--- src/rtl/kyber_pkg.sv ---
// Shared Kyber constants and types for the NTT scheduling logic.
//   N, Q              : ring dimension and modulus
//   NTT_LAYERS        : butterfly layers per 256-point transform
//   NTT_BF_PER_LAYER  : butterflies issued per layer
//   MODE_NTT/INTT     : transform direction encoding on the mode inputs
//   ctrl_state_e      : scheduler FSM states
//   bf_issue_t        : one butterfly as carried through the twiddle alignment pipe
package kyber_pkg;

  localparam int unsigned N                = 256;
  localparam int unsigned Q                = 3329;
  localparam int unsigned NTT_LAYERS       = 7;
  localparam int unsigned NTT_BF_PER_LAYER = 128;

  localparam logic MODE_NTT  = 1'b0;  // Cooley-Tukey, decreasing butterfly span
  localparam logic MODE_INTT = 1'b1;  // Gentleman-Sande, increasing butterfly span

  typedef enum logic [2:0] {
    StIdle,
    StRun,
    StGap,
    StFlush,
    StDone
  } ctrl_state_e;

  typedef struct packed {
    logic       valid;
    logic [7:0] addr_a;
    logic [7:0] addr_b;
    logic [2:0] layer;
    logic       last;
  } bf_issue_t;

endpackage

--- src/rtl/ntt_addr_gen.sv ---
// Butterfly address generator: maps (mode, layer, butterfly index) to the two
// coefficient indices and the twiddle (zeta) index of that butterfly.
//   mode     : MODE_NTT or MODE_INTT
//   layer    : layer 0..6
//   bf_idx   : butterfly 0..127 within the layer
//   addr_a   : top input index
//   addr_b   : bottom input index (addr_a + span)
//   zeta_idx : twiddle ROM index k
// Purely combinational.
module ntt_addr_gen
  import kyber_pkg::*;
(
  input  logic       mode,
  input  logic [2:0] layer,
  input  logic [6:0] bf_idx,
  output logic [7:0] addr_a,
  output logic [7:0] addr_b,
  output logic [6:0] zeta_idx
);

  logic [2:0] len_log;  // log2 of the butterfly span
  logic [8:0] len;
  logic [6:0] grp;      // butterfly group, one twiddle per group
  logic [6:0] j;        // offset inside the group
  logic [8:0] a_full;
  logic [8:0] b_full;
  logic [7:0] k_full;

  always_comb begin
    if (mode == MODE_INTT) begin
      len_log = layer + 3'd1;
    end else begin
      len_log = 3'd7 - layer;
    end
    len = 9'd1 << len_log;
    grp = bf_idx >> len_log;
    j   = bf_idx & 7'(len - 9'd1);
    // Groups are 2*len apart, so the group base is grp shifted by len_log + 1.
    a_full = ({2'b00, grp} << ({1'b0, len_log} + 4'd1)) + {2'b00, j};
    b_full = a_full + len;
    if (mode == MODE_INTT) begin
      k_full = (8'd128 >> layer) - 8'd1 - {1'b0, grp};
    end else begin
      k_full = (8'd1 << layer) + {1'b0, grp};
    end
  end

  assign addr_a   = a_full[7:0];
  assign addr_b   = b_full[7:0];
  assign zeta_idx = k_full[6:0];

  // Top bits are structurally zero for every legal (layer, bf_idx).
  logic unused_msbs;
  assign unused_msbs = ^{a_full[8], b_full[8], k_full[7]};

endmodule

--- src/rtl/ntt_sched_ctrl.sv ---
// Kyber NTT / inverse-NTT schedule controller.
// Issues 7 layers x 128 butterflies, one per non-stalled cycle, with optional
// bubble cycles between layers. The twiddle ROM address leaves this block
// TW_LAT cycles before the matching butterfly addresses so the ROM's registered
// output lines up with bf_*.
//   clk, rst_n          : clock, synchronous active-low reset
//   start, mode         : begin a transform (IDLE only); direction, latched with start
//   stall               : freezes counters, FSM and alignment pipe
//   busy, done          : transform in flight; one-cycle completion pulse
//   tw_addr             : twiddle ROM address
//   bf_valid            : butterfly strobe, aligned with ROM dout
//   bf_addr_a/bf_addr_b : coefficient indices of the butterfly inputs
//   bf_mode, bf_layer   : latched direction and layer of the butterfly
//   bf_last             : final butterfly of the transform
module ntt_sched_ctrl
  import kyber_pkg::*;
#(
  parameter int unsigned LAYER_GAP = 4,
  parameter int unsigned TW_LAT    = 1
) (
  input  logic       clk,
  input  logic       rst_n,
  input  logic       start,
  input  logic       mode,
  input  logic       stall,
  output logic       busy,
  output logic       done,
  output logic [6:0] tw_addr,
  output logic       bf_valid,
  output logic [7:0] bf_addr_a,
  output logic [7:0] bf_addr_b,
  output logic       bf_mode,
  output logic [2:0] bf_layer,
  output logic       bf_last
);

  localparam int unsigned GapW = (LAYER_GAP > 1) ? $clog2(LAYER_GAP) : 1;
  localparam int unsigned FlW  = (TW_LAT > 1) ? $clog2(TW_LAT) : 1;

  localparam logic [2:0]      LastLayer = 3'(NTT_LAYERS - 1);
  localparam logic [6:0]      LastBf    = 7'(NTT_BF_PER_LAYER - 1);
  localparam logic [GapW-1:0] GapLast   = GapW'(LAYER_GAP - 1);
  localparam logic [FlW-1:0]  FlLast    = FlW'(TW_LAT - 1);

  ctrl_state_e     state_q, state_d;
  logic [2:0]      layer_q, layer_d;
  logic [6:0]      bf_q, bf_d;
  logic [GapW-1:0] gap_q, gap_d;
  logic [FlW-1:0]  fl_q, fl_d;
  logic            mode_q, mode_d;
  logic [6:0]      tw_q, tw_d;

  logic            issue;
  logic [7:0]      gen_a;
  logic [7:0]      gen_b;
  logic [6:0]      gen_k;
  bf_issue_t       pipe_in;
  bf_issue_t       pipe_q [TW_LAT];

  ntt_addr_gen u_addr_gen (
    .mode     (mode_q),
    .layer    (layer_q),
    .bf_idx   (bf_q),
    .addr_a   (gen_a),
    .addr_b   (gen_b),
    .zeta_idx (gen_k)
  );

  // State register.
  always_ff @(posedge clk) begin
    if (!rst_n) begin
      state_q <= StIdle;
    end else begin
      state_q <= state_d;
    end
  end

  // Schedule counters, latched mode and last issued twiddle index.
  always_ff @(posedge clk) begin
    if (!rst_n) begin
      layer_q <= '0;
      bf_q    <= '0;
      gap_q   <= '0;
      fl_q    <= '0;
      mode_q  <= 1'b0;
      tw_q    <= '0;
    end else begin
      layer_q <= layer_d;
      bf_q    <= bf_d;
      gap_q   <= gap_d;
      fl_q    <= fl_d;
      mode_q  <= mode_d;
      tw_q    <= tw_d;
    end
  end

  // Next-state and counter update.
  always_comb begin
    state_d = state_q;
    layer_d = layer_q;
    bf_d    = bf_q;
    gap_d   = gap_q;
    fl_d    = fl_q;
    mode_d  = mode_q;
    case (state_q)
      StIdle: begin
        if (start) begin
          state_d = StRun;
          mode_d  = mode;
          layer_d = '0;
          bf_d    = '0;
        end
      end
      StRun: begin
        if (!stall) begin
          if (bf_q != LastBf) begin
            bf_d = bf_q + 7'd1;
          end else if (layer_q == LastLayer) begin
            state_d = StFlush;
            fl_d    = '0;
          end else if (LAYER_GAP != 0) begin
            state_d = StGap;
            gap_d   = '0;
          end else begin
            layer_d = layer_q + 3'd1;
            bf_d    = '0;
          end
        end
      end
      StGap: begin
        if (!stall) begin
          if (gap_q == GapLast) begin
            state_d = StRun;
            layer_d = layer_q + 3'd1;
            bf_d    = '0;
          end else begin
            gap_d = gap_q + GapW'(1);
          end
        end
      end
      StFlush: begin
        if (!stall) begin
          if (fl_q == FlLast) begin
            state_d = StDone;
          end else begin
            fl_d = fl_q + FlW'(1);
          end
        end
      end
      StDone: begin
        state_d = StIdle;
      end
      default: begin
        state_d = StIdle;
      end
    endcase
  end

  // Outputs and issue-stage payload.
  always_comb begin
    busy  = (state_q != StIdle);
    done  = (state_q == StDone);
    issue = (state_q == StRun) && !stall;
    // Outside issue cycles the address parks on the last issued index so the
    // ROM output stays matched to the butterfly held on bf_*.
    tw_d    = issue ? gen_k : tw_q;
    pipe_in = '0;
    if (issue) begin
      pipe_in.valid  = 1'b1;
      pipe_in.addr_a = gen_a;
      pipe_in.addr_b = gen_b;
      pipe_in.layer  = layer_q;
      pipe_in.last   = (layer_q == LastLayer) && (bf_q == LastBf);
    end
  end

  // Alignment pipe: TW_LAT stages, frozen together with the schedule.
  always_ff @(posedge clk) begin
    if (!rst_n) begin
      for (int unsigned i = 0; i < TW_LAT; i++) begin
        pipe_q[i] <= '0;
      end
    end else if (!stall) begin
      pipe_q[0] <= pipe_in;
      for (int unsigned i = 1; i < TW_LAT; i++) begin
        pipe_q[i] <= pipe_q[i-1];
      end
    end
  end

  assign tw_addr   = tw_d;
  assign bf_valid  = pipe_q[TW_LAT-1].valid;
  assign bf_addr_a = pipe_q[TW_LAT-1].addr_a;
  assign bf_addr_b = pipe_q[TW_LAT-1].addr_b;
  assign bf_layer  = pipe_q[TW_LAT-1].layer;
  assign bf_last   = pipe_q[TW_LAT-1].last;
  assign bf_mode   = mode_q;

endmodule

--- config.mk ---
export PLATFORM = sky130hd
export DESIGN_NAME = ntt_sched_ctrl
export DESIGN_NICKNAME = d
export VERILOG_FILES = /design/src/rtl/kyber_pkg.sv /design/src/rtl/ntt_addr_gen.sv /design/src/rtl/ntt_sched_ctrl.sv
export SDC_FILE = /design/constraint.sdc
export NUM_CORES = 1
export LEC_CHECK = 0
export CAP_MARGIN = 30
export CORE_MARGIN = 8
export CORE_UTILIZATION = 55
export DETAILED_ROUTE_END_ITERATION = 8
export GPL_TIMING_DRIVEN = 0
export PLACE_DENSITY = 0.77
export SYNTH_ARGS = -nofsm -noshare
export SYNTH_HDL_FRONTEND = slang
export SYNTH_HIERARCHICAL = 1
export SYNTH_SLANG_ARGS = --single-unit
--- constraint.sdc ---
create_clock -name clk -period 15 [get_ports clk]
set_input_delay 3.75 -clock clk [delete_from_list [all_inputs] [get_ports clk]]
set_output_delay 3.75 -clock clk [all_outputs]
set_load 0.05 [all_outputs]
### Word level (Yosys, flattened, before mapping)

Memories as Yosys holds them, arrays and structs flattened.
Index checks and enable logic that the tools add are counted.

| cells by class | value |
|---|---|
| bitwise logic cells | 1 |
| reductions and logical operators | 16 |
| add/sub/neg operators | 12 |
| shift operators | 5 |
| eq/ne operators | 19 |
| multiplexer cells | 41 |

Operator list:

| operator | number |
|---|---|
| $mux W7 | 7 |
| $mux W21 | 2 |
| $mux W3 | 11 |
| $ne A2 B2 Y1 const B | 11 |
| $pmux W7 S3 | 1 |
| $reduce_or A21 Y1 | 1 |
| $sub A7 B1 Y7 const B | 2 |
| $pmux W3 S4 | 1 |
| $reduce_and A6 Y1 | 2 |
| $mux W1 | 11 |
| $mux W2 | 5 |
| $add A8 B7 Y8 | 1 |
| $add A8 B8 Y8 | 1 |
| $shl A1 B3 Y8 const A | 1 |
| $shl A7 B4 Y8 | 1 |
| $shr A8 B3 Y7 const A | 1 |
| $add A7 B1 Y7 const B | 1 |
| $add A7 B7 Y7 | 1 |
| $and A7 B7 Y7 | 1 |
| $eq A7 B7 Y1 const B | 1 |
| $ne A7 B7 Y1 const B | 1 |
| $reduce_and A7 Y1 | 1 |
| $shl A1 B3 Y7 const A | 1 |
| $shr A7 B3 Y7 | 1 |
| 21 further kinds | 27 |

| word-level totals | value |
|---|---|
| bits in writable memories | 21 |
| bits in registers | 24 |
| memories kept | 1 |
| input port bits | 5 |
| output and inout port bits | 31 |
| logic and storage cells | 102 |

Memory list:

| memory | depth | width | rd ports | clocked after memory_dff | wr ports | line | text |
|---|---|---|---|---|---|---|---|
| pipe_q | 1 | 21 | 1 | 0 | 1 | ntt_sched_ctrl.sv:58 | `bf_issue_t pipe_q [TW_LAT];` |

### Logic depth before layout (Yosys ltp)

| logic depth | value |
|---|---|
| depth in word-level cells | 9 |
| gate-level depth with buffers | 24 |
| gate-level depth less buffers | 22 |

### Cells and area by module

The synthesis kept the hierarchy.

By module, submodules not included:

| module | sequential area each (µm²) | cells each | area each (µm²) | times used |
|---|---|---|---|---|
| ntt_sched_ctrl | 1091.0 | 175 | 1973.1 | 1 |
| ntt_addr_gen | 0.0 | 252 | 1903.1 | 1 |

### Worst setup path before layout

Ideal clock, no wire load.

| timing | value |
|---|---|
| path type | input to output |
| start point | input port stall |
| end point | output port tw_addr[0] |
| path slack | 6366 ps |
| stages | 3 |
| path buffers | 1 |
| arrival time | 4884 ps |
| data required time | 11250 ps |
| path through | clkbuf_1 > nor4b_4 > mux2_2 |

| on the way | value |
|---|---|
| cells in the longest elaborated chain, start to end | 3 |

Ends and longest elaborated chain:

| what | line | text |
|---|---|---|
| start, declared | ntt_sched_ctrl.sv:25 | `input logic stall,` |
| $logic_not A1 Y1 | -- |  |
| $logic_and A1 B1 Y1 | ntt_sched_ctrl.sv:163 | `issue = (state_q == StRun) && !stall;` |
| $mux W7 | ntt_sched_ctrl.sv:166 | `tw_d = issue ? gen_k : tw_q;` |
| end, declared | ntt_sched_ctrl.sv:28 | `output logic [6:0] tw_addr,` |

No other way between the ends.

### Worst setup path after layout

| timing | value |
|---|---|
| start point | input port stall |
| end point | output port tw_addr[6] |

The elaborated chain is that of the path after synthesis.

==> qor.yml <==
cts.htree.levels: 2
final_area_um2: 4450
cp-end-kind: "primary output"
status: "completed"
place.gp.congestion: 0.923
placement_rows: 30
clock_path_buffers: 2
diodes: 0
hold_class: "reg2reg"
utilization_pct: 65.5
slowest_delay_ns: 0.71
grt_pass1_vias: 3206
critPathRequiredTime_ns: 11.25
die_w_um: 100
rsz0062_at_grt: "no"
cap_violations: 0
avgViaCountPerCell: 5.95
start_util_pct: 57.1
synthCells: 427
ant_nets: 0
cp_max_fo: 10
fin_setup_tns_ns: 0
first_pass_iters: 5
grt_pass1_wl_mm: 15.0
grt_start_max_net_pins: 22
synth_cell_types: 76
cts.sinks: 44
dp_cells: 557
track_usage_pct: 18.2
ys_seq_area_share_pct: 28.1
tightest_slew_ns: 0.824
arrival_ns: 5.78
cpMaxStageDelayCell: "nor4b_4"
path_clk_slew_ns: 0.10
die_h_um: 100
finalNetCount: 514
dpl_cell_area_um2: 4340
path_cells: "clkbuf_1, nor4b_4, mux2_2, clkdlybuf4s50_1"
drc: 0
drt_iter0_drc: 314
fin_skew_ns: 0.00766
hpwl_mm: 6.82
drt-wirelength-per-cell_um: 15.8
synthFlopType: "dfxtp_1"
hold_viol: 0
cts_tree: "built"
numPortBuffers: 34
drive_gt1_share_pct: 10.0
finalCriticalPeriod_ns: 9.53
stdcell_count: 565
cts_buffers: 5
synth_edf_count: 21
global_route.overflow_total: 0
synth_async_sr_flop_share_pct: 0
dieArea_um2: 9990
worst_setup_path_start_kind: "primary input"
max_freq_mhz: 105
route.vias.total: 3359
yosysWarnings: 6
fin_crit_sh_pct: 63.6
worstSkewPairLatency_ns: 0.31
final-max-slew-violation-count: 0
slew_headroom_pct: 44.9
pwr_density_cell_nw_per_um2: 64.1
core_area_um2: 6790
path_class: "in2out"
synth_nets: 473
postCtsResizedCells: 0
finalWirelength_mm: 8.93
ir_drop_mv: 0.0464
hold_buffers: 0
ios: 36
synth_area_um2: 3880
p_leak_nw: 1.99
ys_ff_latch: 44
avgSynthCellArea_um2: 9.08
antenna_found_initial: 0
post_cts_buffers: 0
clockRootBuffer: "clkbuf_8"
area.growth.synth_to_final_pct: 14.8
setup_viol: 0
## through the flow
step	worst slack [ns]	total power, W	hold WS [ns]
6_report	5.47	0.000285	0.488
5_1_grt	5.35	0.000296	0.523
4_1_cts	5.44	0.000288	0.492
3_5_place_dp	5.44	0.000190	0.476
3_3_place_gp	5.46	0.000189	0.463
2_1_floorplan	6.37	0.000175	0.451
## registers in the layout, indices dropped and copies added (netlist names)
name	count
state_q	3
gap_q	2
bf_q	7
pipe_q	21
bf_mode	1
layer_q	3
tw_q	7
## metal layers
layer / track usage, % / share of wire (%) / wire length [µm] / vias to the layer above
li1: - / - / - / 1628
met1: 22.1 / 44 / 3900 / 1561
met2: 31.2 / 47 / 4220 / 141
met3: 3.32 / 6.4 / 567 / 29
met4: 6.52 / 2.7 / 239 / 0
met5: 0 / 0 / 0 / -
## area by class of cell
cell class	count	area [µm²]
Buffer	21	113
Clock buffer	5	68.8
Clock inverter	3	46.3
Fill cell	571	2340
Inverter	25	93.8
Multi-Input combinational cell	337	2580
Sequential cell	44	1090
Tap cell	96	120
Timing Repair Buffer	34	340
## worst max-delay path: cells and delay by family
| family | cells | cell delay (ns) |
|---|---|---|
| and+or+nand+nor | 1 | 0.71 |
| muxes | 1 | 0.42 |
| buffers and inverters | 2 | 0.90 |
## where the power goes
group           total, W  switching (W)  internal, W
clock network  0.0000974      0.0000471    0.0000503
logic          0.0000572      0.0000373    0.0000200
registers       0.000131     0.00000151     0.000129
total           0.000285      0.0000859     0.000200
## worst paths after layout
path                    from  cells past startpoint  slack, ns            end
setup / recovery       stall                      4       5.47     tw_addr[6]
hold / removal      gap_q[0]                      2       0.49       gap_q[0]
setup reg to reg  layer_q[1]                     21       9.26  pipe_q[0][11]
hold reg to reg     gap_q[0]                      2       0.49       gap_q[0]
## Yosys cell counts (10+ instances only)
cell / instances / area share, %
a21oi_1: 28 / 3.6
and2_1: 17 / 2.7
nor2_1: 25 / 2.4
and3_1: 19 / 3.1
xnor2_1: 18 / 4.1
edfxtp_1: 21 / 16
nand2_1: 26 / 2.5
mux2i_1: 13 / 3.4
ha_1: 38 / 12
dfxtp_1: 23 / 12
clkbuf_1: 13 / 1.3
o21ai_0: 12 / 1.5
inv_1: 22 / 2.1
mux2_2: 10 / 2.9
nand3_1: 10 / 1.3
## kinds of logic after synthesis
kind of cell | synth area share, %
and+or+nand+nor | 21.0
xor gates and xnor gates | 6.46
AOI/OAI and AO/OA | 16.8
buffers and inverters | 5.33
muxes | 8.10
adders and majority gates | 14.1
DFF | 28.1
## placed cells by master, fill, tap and decap left out, drive strengths merged, types with 18 or more instances in the layout
| cell type | n |
|---|---|
| ha | 38 |
| clkdlybuf4s50 | 34 |
| a21oi | 30 |
| nand2 | 28 |
| nor2 | 27 |
| inv | 25 |
| dfxtp | 23 |
| edfxtp | 21 |
| and3 | 19 |
| xnor2 | 18 |
| clkbuf | 18 |
No activity file was read; power rests on OpenSTA's default activity.
